==> src/rtl/vga_timing_gen.sv <==
// VGA pixel-timing generator: clock divider, h/v counters, active-low syncs,
// visible-area flag and one-clk frame/vblank event pulses. All outputs registered.
module vga_timing_gen #(
  parameter int H_ACTIVE = 640,
  parameter int H_FP     = 16,
  parameter int H_SYNC   = 96,
  parameter int H_BP     = 48,
  parameter int V_ACTIVE = 480,
  parameter int V_FP     = 10,
  parameter int V_SYNC   = 2,
  parameter int V_BP     = 33,
  parameter int CLK_DIV  = 2
) (
  input  logic       clk,
  input  logic       reset,
  output logic       pix_en,
  output logic [9:0] hcount,
  output logic [9:0] vcount,
  output logic       hsync,
  output logic       vsync,
  output logic       bright,
  output logic       frame_start,
  output logic       vblank_start
);

  localparam int H_TOTAL = H_ACTIVE + H_FP + H_SYNC + H_BP;
  localparam int V_TOTAL = V_ACTIVE + V_FP + V_SYNC + V_BP;

  localparam logic [9:0]  H_LAST   = 10'(H_TOTAL - 1);
  localparam logic [9:0]  V_LAST   = 10'(V_TOTAL - 1);
  localparam logic [9:0]  V_BLANK  = 10'(V_ACTIVE);
  localparam logic [3:0]  DIV_LAST = 4'(CLK_DIV - 1);
  // 11-bit bounds so a window ending exactly at 1024 still compares correctly
  localparam logic [10:0] H_VIS  = 11'(H_ACTIVE);
  localparam logic [10:0] V_VIS  = 11'(V_ACTIVE);
  localparam logic [10:0] HS_BEG = 11'(H_ACTIVE + H_FP);
  localparam logic [10:0] HS_END = 11'(H_ACTIVE + H_FP + H_SYNC);
  localparam logic [10:0] VS_BEG = 11'(V_ACTIVE + V_FP);
  localparam logic [10:0] VS_END = 11'(V_ACTIVE + V_FP + V_SYNC);

  logic [3:0]  div, div_n;
  logic        adv;
  logic [9:0]  h_n, v_n;
  logic [10:0] hx, vx;

  always_comb begin
    adv   = (div == DIV_LAST);
    div_n = adv ? 4'd0 : div + 4'd1;
    h_n   = hcount;
    v_n   = vcount;
    if (adv) begin
      if (hcount < H_LAST) begin
        h_n = hcount + 10'd1;
      end else begin
        h_n = 10'd0;
        v_n = (vcount == V_LAST) ? 10'd0 : vcount + 10'd1;
      end
    end
    hx = {1'b0, h_n};
    vx = {1'b0, v_n};
  end

  // Decodes use next-state counters so they line up with the registered counters.
  always_ff @(posedge clk or posedge reset) begin
    if (reset) begin
      div          <= 4'd0;
      hcount       <= 10'd0;
      vcount       <= 10'd0;
      pix_en       <= (CLK_DIV == 1);
      hsync        <= 1'b1;
      vsync        <= 1'b1;
      bright       <= 1'b1;
      frame_start  <= 1'b0;
      vblank_start <= 1'b0;
    end else begin
      div          <= div_n;
      hcount       <= h_n;
      vcount       <= v_n;
      pix_en       <= (div_n == DIV_LAST);
      hsync        <= !(hx >= HS_BEG && hx < HS_END);
      vsync        <= !(vx >= VS_BEG && vx < VS_END);
      bright       <= (hx < H_VIS) && (vx < V_VIS);
      frame_start  <= adv && (h_n == 10'd0) && (v_n == 10'd0);
      vblank_start <= adv && (h_n == 10'd0) && (v_n == V_BLANK);
    end
  end

endmodule

==> config.mk <==
export PLATFORM = sky130hd
export DESIGN_NAME = vga_timing_gen
export DESIGN_NICKNAME = d
export VERILOG_FILES = /design/src/rtl/vga_timing_gen.sv
export SDC_FILE = /design/constraint.sdc
export NUM_CORES = 1
export LEC_CHECK = 0
export BUFFER_PORTS_ARGS = -buffer_cell sky130_fd_sc_hd__buf_2
export CAP_MARGIN = 20
export CORE_MARGIN = 1
export CORE_UTILIZATION = 59
export DETAILED_ROUTE_END_ITERATION = 7
export GPL_TIMING_DRIVEN = 0
export PLACE_DENSITY_LB_ADDON = 0.05
export SETUP_SLACK_MARGIN = 0.15
export SLEW_MARGIN = 5
export SYNTH_ARGS = -nofsm -noshare
export SYNTH_HDL_FRONTEND = slang
export SYNTH_SLANG_ARGS = --single-unit
export TNS_END_PERCENT = 1
==> constraint.sdc <==
create_clock -name clk -period 4.3 [get_ports clk]
set_input_delay 0.645 -clock clk [delete_from_list [all_inputs] [get_ports clk]]
set_output_delay 0.645 -clock clk [all_outputs]
set_load 0.05 [all_outputs]
=== Yosys cells after proc, flatten, opt, wreduce, memory -nomap -nowiden ===
Cells that the tools add are included.
Widths: inputs -> output; s select.

* Bits in registers: 30
* Bits of input ports: 2
* Logic and storage cells: 39

* $add $sub $neg: 3
* Magnitude comparators: 7
* Equality and inequality tests: 4
* Muxes and demuxes: 6
* Reductions and logical operators: 10

{| class="wikitable"
|+ Operator list
! operator !! number
|-
| $mux 10 || 5
|-
| $lt 10x10->1 const B || 3
|-
| $add 10x1->10 const B || 2
|-
| $logic_not 10->1 || 2
|-
| $lt 10x9->1 const B || 2
|-
| $eq 10x10->1 const B || 1
|-
| $eq 10x9->1 const B || 1
|-
| $ge 10x10->1 const B || 1
|-
| $ge 10x9->1 const B || 1
|-
| $eq 4x1->1 const B || 2
|-
| $logic_and 1x1->1 || 6
|-
| $add 4x1->4 const B || 1
|-
| $mux 4 || 1
|-
| $logic_not 1->1 || 2
|}

=== Depth between registers and ports, before layout ===
Gate-level depths: netlist (run 1).

* Depth after elaboration: 7
* Mapped depth: 8

=== Worst setup path before layout (run 1) ===
Ideal clock, no wire load.

* Kind: register -> register
* Start point: reg vcount[1]
* End point: reg frame_start
* Data arrival time: 3.002 ns
* Slack: 1.203 ns
* Cell stages (with the launch flop): 9
* Cell sequence: dfrtp_1 inv_1 ha_1 or3b_1 nor4_2 o22ai_2 or4_1 or4b_1 nor4b_2

* Longest elaborated chain between the ends: 6
* Elaborated cells on any way between the ends: 7

{| class="wikitable"
|+ RTL lines
! item !! RTL line !! RTL
|-
| from (decl) || 18 || <nowiki>output logic [9:0] vcount,</nowiki>
|-
| from (signal assigned) || 78 || <nowiki>vcount <= v_n;</nowiki>
|-
| $add 10x1->10 or $eq 10x10->1 (tied branches) || 56 || <nowiki>v_n = (vcount == V_LAST) ? 10'd0 : vcount + 10'd1;</nowiki>
|-
| $mux 10 || 56 ||
|-
| $mux 10 || 52 || <nowiki>if (hcount < H_LAST) begin</nowiki>
|-
| $mux 10 * || 51 || <nowiki>if (adv) begin</nowiki>
|-
| named net v_n[1] || 43 || <nowiki>logic [9:0] h_n, v_n;</nowiki>
|-
| $logic_not 10->1 * || 83 || <nowiki>frame_start <= adv && (h_n == 10'd0) && (v_n == 10'd0);</nowiki>
|-
| $logic_and 1x1->1 * || 83 ||
|-
| to (signal assigned) || 83 ||
|-
| to (decl) || 22 || <nowiki>output logic frame_start,</nowiki>
|}

The timed path passes the listed nets; every way through them passes the cells marked *.

=== Worst setup path in the final report (run 1) ===
* Start point: reg vcount[0]
* End point: reg frame_start

* Longest elaborated chain between the ends: 6
* Elaborated cells on any way between the ends: 7

{| class="wikitable"
|+ RTL lines
! item !! RTL line
|-
| $add 10x1->10 or $eq 10x10->1 (tied branches) || 56
|-
| $mux 10 * || 56
|-
| $mux 10 * || 52
|-
| $mux 10 * || 51
|-
| named net v_n[1] || 43
|-
| $logic_not 10->1 * || 83
|-
| $logic_and 1x1->1 * || 83
|}

Marks and branches as above.

==> results of run 1 <==
-- Yosys cell counts, types with 2 or more instances --
cell	number	share of area
a21oi_1	4	0.012
or3_1	2	0.0075
xor2_1	3	0.016
nor3_1	6	0.018
nor2_1	11	0.025
nand3_1	8	0.024
clkbuf_1	6	0.014
xnor2_1	6	0.032
and3_1	4	0.015
nand4b_1	2	0.011
or2_2	2	0.0075
nor4_1	5	0.019
o21ai_1	2	0.0060
dfstp_2	3	0.047
nand2_1	21	0.047
dfrtp_1	27	0.41
o31ai_1	3	0.014
nor4b_2	2	0.018
inv_1	8	0.018
nand4_1	5	0.019
o211ai_1	2	0.0090
o21a_1	2	0.0090
and4_1	2	0.011
nor2b_1	2	0.0075
ha_1	3	0.023
or4_1	5	0.023
o21ai_0	6	0.018
-- routing by layer --
layer / vias to the layer above / track usage
met2: 66 / 0.430
met4: 0 / 0.142
met3: 5 / 0.0820
li1: 711 / -
met1: 703 / 0.370
met5: - / 0
-- worst max path at each step --
stage | from | endpoint | slack [ns] | depth (start not counted)
CTS | vcount[0] | frame_start | 1.15 | 8
global placement | vcount[0] | frame_start | 1.17 | 8
global route | vcount[0] | frame_start | 0.99 | 8
detailed placement | vcount[0] | frame_start | 1.17 | 8
finish | vcount[0] | frame_start | 1.14 | 8
floorplan | vcount[1] | frame_start | 1.20 | 8
-- cell families (layout without fill, tap and decap cells) --
kind of cell | after synthesis | after routing | share of synthesized area
compound gates | 30 | 30 | 0.131
xor+xnor | 9 | 9 | 0.0474
fa+ha+maj | 3 | 3 | 0.0226
buf+inv | 15 | 51 | 0.0346
flops | 30 | 30 | 0.454
mux | 2 | 2 | 0.0128
simple gates | 85 | 85 | 0.298
-- cell usage in the layout (no fill, tap or decap), types with 2 or more instances in the layout --
cell type,synthesis,final
nor3_1,6,6
or4_1,5,5
o21a_1,2,2
and4_1,2,2
o211ai_1,2,2
buf_2,1,28
clkbuf_4,0,5
o21ai_1,2,2
dfstp_2,3,3
inv_1,8,8
nor4_1,5,5
xor2_1,3,3
xnor2_1,6,6
or2_2,2,2
nand3_1,8,8
nor2_1,11,11
ha_1,3,3
dfrtp_1,27,27
or3_1,2,2
nor4b_2,2,2
o31ai_1,3,3
clkbuf_1,6,8
nand2_1,21,21
and3_1,4,4
nand4b_1,2,2
nand4_1,5,5
nor2b_1,2,2
o21ai_0,6,6
a21oi_1,4,4
-- metrics by stage --
step / setup WS (ns) / area [µm²]
floorplan: 1.20 / 1660
global placement: 1.17 / 1840
detailed placement: 1.17 / 1840
CTS: 1.15 / 1910
global route: 0.987 / 1940
finish: 1.14 / 1940
-- cell type report --
class	count	area, µm²
Fill cell	202	629
Tap cell	30	37.5
Timing Repair Buffer	28	163
Buffer	7	27.5
Clock inverter	1	30.0
Inverter	8	30.0
Clock buffer	7	45.0
Multi-Input combinational cell	129	851
Sequential cell	30	754
-- critical path: stages, from the launching register on --
cell and delay, ns:
dfrtp_1 0.45, inv_1 0.09, ha_1 0.15, or3b_1 0.36, nor4_2 0.48, o22ai_2 0.20
or4_1 0.54, or4b_1 0.52, nor4b_2 0.28
-- power by group through the flow --
stage / clock network [mW] / registers [mW] / logic (mW)
6_report: 0.220 / 0.282 / 0.00878
5_1_grt: 0.234 / 0.282 / 0.0103
4_1_cts: 0.223 / 0.282 / 0.00597
2_1_floorplan: 0 / 0.287 / 0.00415
3_3_place_gp: 0 / 0.288 / 0.00576
3_5_place_dp: 0 / 0.288 / 0.00598
==> metrics.txt, run 1 <==
Post-Route WL 3800 µm; switching share of power 0.201; Synth Register Bits 30; TNS Setup 0 ns; pin count of the biggest net entering global routing 31; num ports 28; Worst setup EP type flip-flop; syn nets 179; clk root buf clkbuf_4; Core ar. 0.00257 mm²; syn avg cell area 9.56 µm²; DP Cell Count 231; EDFF count, synth 0; # DRC 0; Slew headroom 0.575; cell-internal power 408 µW; # H-tree levels 2; Die Width 55.1 µm; share of post-route cells with drive strength above 1 0.224; grt ovf 0; R2R setup slack 1.14 ns; antenna diode count 0; Final Non-Filler Cells 240; peak fanout along the critical path 7; initial antenna violation count 0; status completed; Final Hold Vio Count 0; initial DRC count 38; measured slew at the worst slew-check pin 0.632 ns; cts bufs inserted 5; Power, Total 511 µW; wl on met1 1690 µm; Final min period 3.16 ns; Final Wtd Congestion 0.862; clock share of power 0.430; P_leak 0.934 nW; worst path required time 4.53 ns; logic gate share of total power 0.017; Reg clk slew, reported paths 0.10 ns; Area Overhead vs Synth 16.6%; Routed WL per cell 15.9 µm; Setup Skew 0.0183 ns; worst r2r src vcount[0]; drt pass-1 iters 4; metal2 WL 1860 µm; die area 0.00303 mm²; GRT Util Overall 0.285; first-pass GRT wire length 5960 µm; top routing layer used met4; CTS tree done; ys async rst share 1.00; Largest regs hcount x10, vcount x10, div x4; min-delay worst type input port to async pin; fin nets 214; Crit Path Category flip-flop to flip-flop; r2r worst-path depth 8; # hold bufs at CTS 0; Finished Core Util 0.755; final setup vio count 0; Peak Freq 316 MHz; via count 1,485; register area share after synthesis 0.454; Tcrit/Tclk final 0.736; Routed Antenna Nets 0; Die H 55.1 µm; Resized cells post-CTS 0; port bufs 27; FP Rows 18; Slew Viols, Final 0; Yosys warning count 0; max_cap viols 0; sequential share of power 0.552; main flop type after synthesis dfrtp_1; RSZ-0062 raised after global routing false; TritonCTS Sinks 30; CP Data Arrival Time 3.39 ns; Longest Clk Path Bufs 2; Starting Density 0.648; cell count after synthesis 174; post-DP HPWL 2690 µm; post-CTS setup buffers 0; reg2reg end frame_start; Distinct cells, synth 49; vias in the first global route 1,307; vias per inst 6.19; maximum VDD drop 0.259 mV; Post-Syn Area 0.00166 mm²; Worst-Skew Late Latency 0.33 ns; Worst Setup Start Kind flip-flop; pwr/cell area 263 mW/mm²; WHS 0.315 ns; WL met3 226 µm; switching power total 102 µW
Power figures use the tool's default switching activity.
==> run 2, diff against run 1 <==
ABC_AREA = 1   (was unset)
CORE_UTILIZATION = 56   (was 59)
clock period = 3.2 ns   (was 4.3 ns; I/O delays follow)
==> metrics.txt, run 2 <==
die area 0.00343 mm² (+13%); peak fanout along the critical path 10 (+3); most common cell after layout, fill and taps aside nand2_1; DP Cell Count 328 (+42%); share of the synthesized area in the top cell type 0.377 (-0.0298); Area Overhead vs Synth 16.5% (about the same); Post-Route WL 3650 µm (-4.0%); register area share after synthesis 0.421 (-0.0332); Tcrit/Tclk final 0.630 (-0.106); initial DRC count 71 (+87%); Setup Skew 0.00630 ns (-0.0120 ns); TritonCTS Sinks 30 (unchanged); pin count of the biggest net entering global routing 17 (-45%); Longest Clk Path Bufs 2 (unchanged); measured slew at the worst slew-check pin 0.612 ns (-0.0195 ns); port bufs 27 (unchanged); pwr/cell area 328 mW/mm² (+25%); Final min period 2.02 ns (-1.15 ns); FP Rows 20 (+2); CP Data Arrival Time 2.29 ns (-1.10 ns); Distinct cells, synth 23 (-53%); Slowest cell on crit path dfrtp_1; main flop type after synthesis dfrtp_1; Worst Setup Start Kind flip-flop; grt ovf 0 (unchanged); CP top delay family simple AND/OR/NAND/NOR gates; cts bufs inserted 5 (unchanged); Post-Syn Area 0.00179 mm² (+7.9%); CP cell instances ha_1 > nand2_1 > nor2_1 > nor2_1 > nor2_2 > buf_6 > nor2_2 > nor2_1 > nand2_1 > nor3_2 > nand3_1 > nor2_1; # hold bufs at CTS 0 (unchanged); Slew Viols, Final 0 (unchanged); Reg area 754 µm² (unchanged); # DRC 0 (unchanged); cell count after synthesis 256 (+47%); Worst setup EP type flip-flop; Synth Register Bits 30 (unchanged); commonest non-fill, non-tap cells in the layout nand2_1, inv_1, nor2_1, dfrtp_1, buf_2; syn nets 261 (+46%); ys async rst share 1.00 (unchanged); Yosys warning count 0 (unchanged); P_leak 1.25 nW (+34%); antenna diode count 0 (unchanged); Die Width 58.6 µm (+6.4%); clk root buf clkbuf_4; syn avg cell area 7.01 µm² (-27%); filler instances 286 (+42%); num ports 28 (unchanged); met2 usage 0.366 (-0.0635); fin nets 296 (+38%); vias per inst 4.88 (-21%); Worst-Skew Late Latency 0.33 ns (about the same); Commonest cells post-synth nand2_1, inv_1, nor2_1; Synth area leader dfrtp_1; Peak Freq 496 MHz (+57%); Die H 58.6 µm (+6.4%); multi-input logic area 818 µm² (-3.8%); final setup vio count 0 (unchanged); RSZ-0062 raised after global routing false; worst path required time 3.47 ns (-1.06 ns); Crit Path Category flip-flop to flip-flop; post-DP HPWL 2860 µm (+6.3%); CTS tree done; maximum VDD drop 0.207 mV (-20%); first-pass GRT wire length 6230 µm (+4.5%); initial antenna violation count 0 (unchanged); Buf/Inv on CP 1 (unchanged); synth top area cells dfrtp_1, nand2_1, inv_1; Reg clk slew, reported paths 0.10 ns (about the same); global route hottest layer met2; Finished Core Util 0.684 (-0.0704); Final Hold Vio Count 0 (unchanged); max_cap viols 0 (unchanged); Core ar. 0.00305 mm² (+19%); status completed; via count 1,638 (+10%); Slew headroom 0.591 (+0.0161); Starting Density 0.588 (-0.0600); Resized cells post-CTS 0 (unchanged); most used cell, CP nor2_1; GRT Util Overall 0.244 (-0.0404); # H-tree levels 2 (unchanged); slowest stage delay, CP 0.42 ns (-0.12 ns); most common cell in the netlist nand2_1; Final Wtd Congestion 0.835 (-3.1%); met1 Use GR 0.341 (-0.0284); routing usage on met3 0.0593 (-0.0226); drt pass-1 iters 5 (+1); Routed Antenna Nets 0 (unchanged); EDFF count, synth 0 (unchanged); min-delay worst type input port to async pin; share of post-route cells with drive strength above 1 0.205 (-0.0183); Final Non-Filler Cells 336 (+40%); TNS Setup 0 ns (unchanged); Routed WL per cell 10.9 µm (-31%); vias in the first global route 1,434 (+9.7%); Largest regs hcount x10, vcount x10, div x4; Power, Total 686 µW (+34%); post-CTS setup buffers 0 (unchanged)
==> run 2: routing by layer <==
metal	wire length [µm]	up-vias
met4	56	0
met1	1800	731
li1	-	855
met5	0	-
met3	197	7
met2	1600	45
==> run 2: cells by family (layout without fill, tap and decap cells) <==
kind of cell | after synthesis | after routing | synth area share
AND/OR/NAND/NOR | 153 | 153 | 0.382
buffers and inverters | 55 | 91 | 0.123
flip-flops | 30 | 30 | 0.421
AO/OA/AOI/OAI | 13 | 13 | 0.0432
adder cells (fa/ha/maj) | 3 | 3 | 0.0209
XOR/XNOR | 2 | 2 | 0.00976
==> run 2: worst paths after layout <==
path                       slack, ns  depth (start not counted)      start     endpoint
hold / removal                  0.20                          2      reset    hcount[1]
min in group clk                0.54                          1     div[1]       pix_en
setup reg to reg                1.18                         12  hcount[0]  frame_start
setup / recovery                1.18                         12  hcount[0]  frame_start
max in group asynchronous       2.42                          3      reset       bright
hold reg to reg                 0.54                          1     div[1]       pix_en
==> run 2: cell type report <==
| type | instances | share of cell area |
|---|---|---|
| Buffer | 2 | 0.0108 |
| Inverter | 53 | 0.0952 |
| Clock buffer | 5 | 0.0180 |
| Tap cell | 44 | 0.0263 |
| Timing Repair Buffer | 28 | 0.0778 |
| Multi-Input combinational cell | 171 | 0.392 |
| Clock inverter | 3 | 0.0192 |
| Sequential cell | 30 | 0.361 |
==> run 2: power by group <==
part	switching [mW]	leakage, nW	internal [mW]
combinational	0.00758	0.819	0.00387
clock	0.134	0.0450	0.162
sequential	0	0.390	0.379
==> run 2: per-stage QoR <==
step	hold WS [ns]	setup slack (ns)	area [µm²]
2_1_floorplan	0.484	1.16	1790
4_1_cts	0.214	1.19	2090
3_3_place_gp	0.525	1.25	1980
5_1_grt	0.250	1.04	2090
6_report	0.203	1.18	2090
3_5_place_dp	0.523	1.22	2010
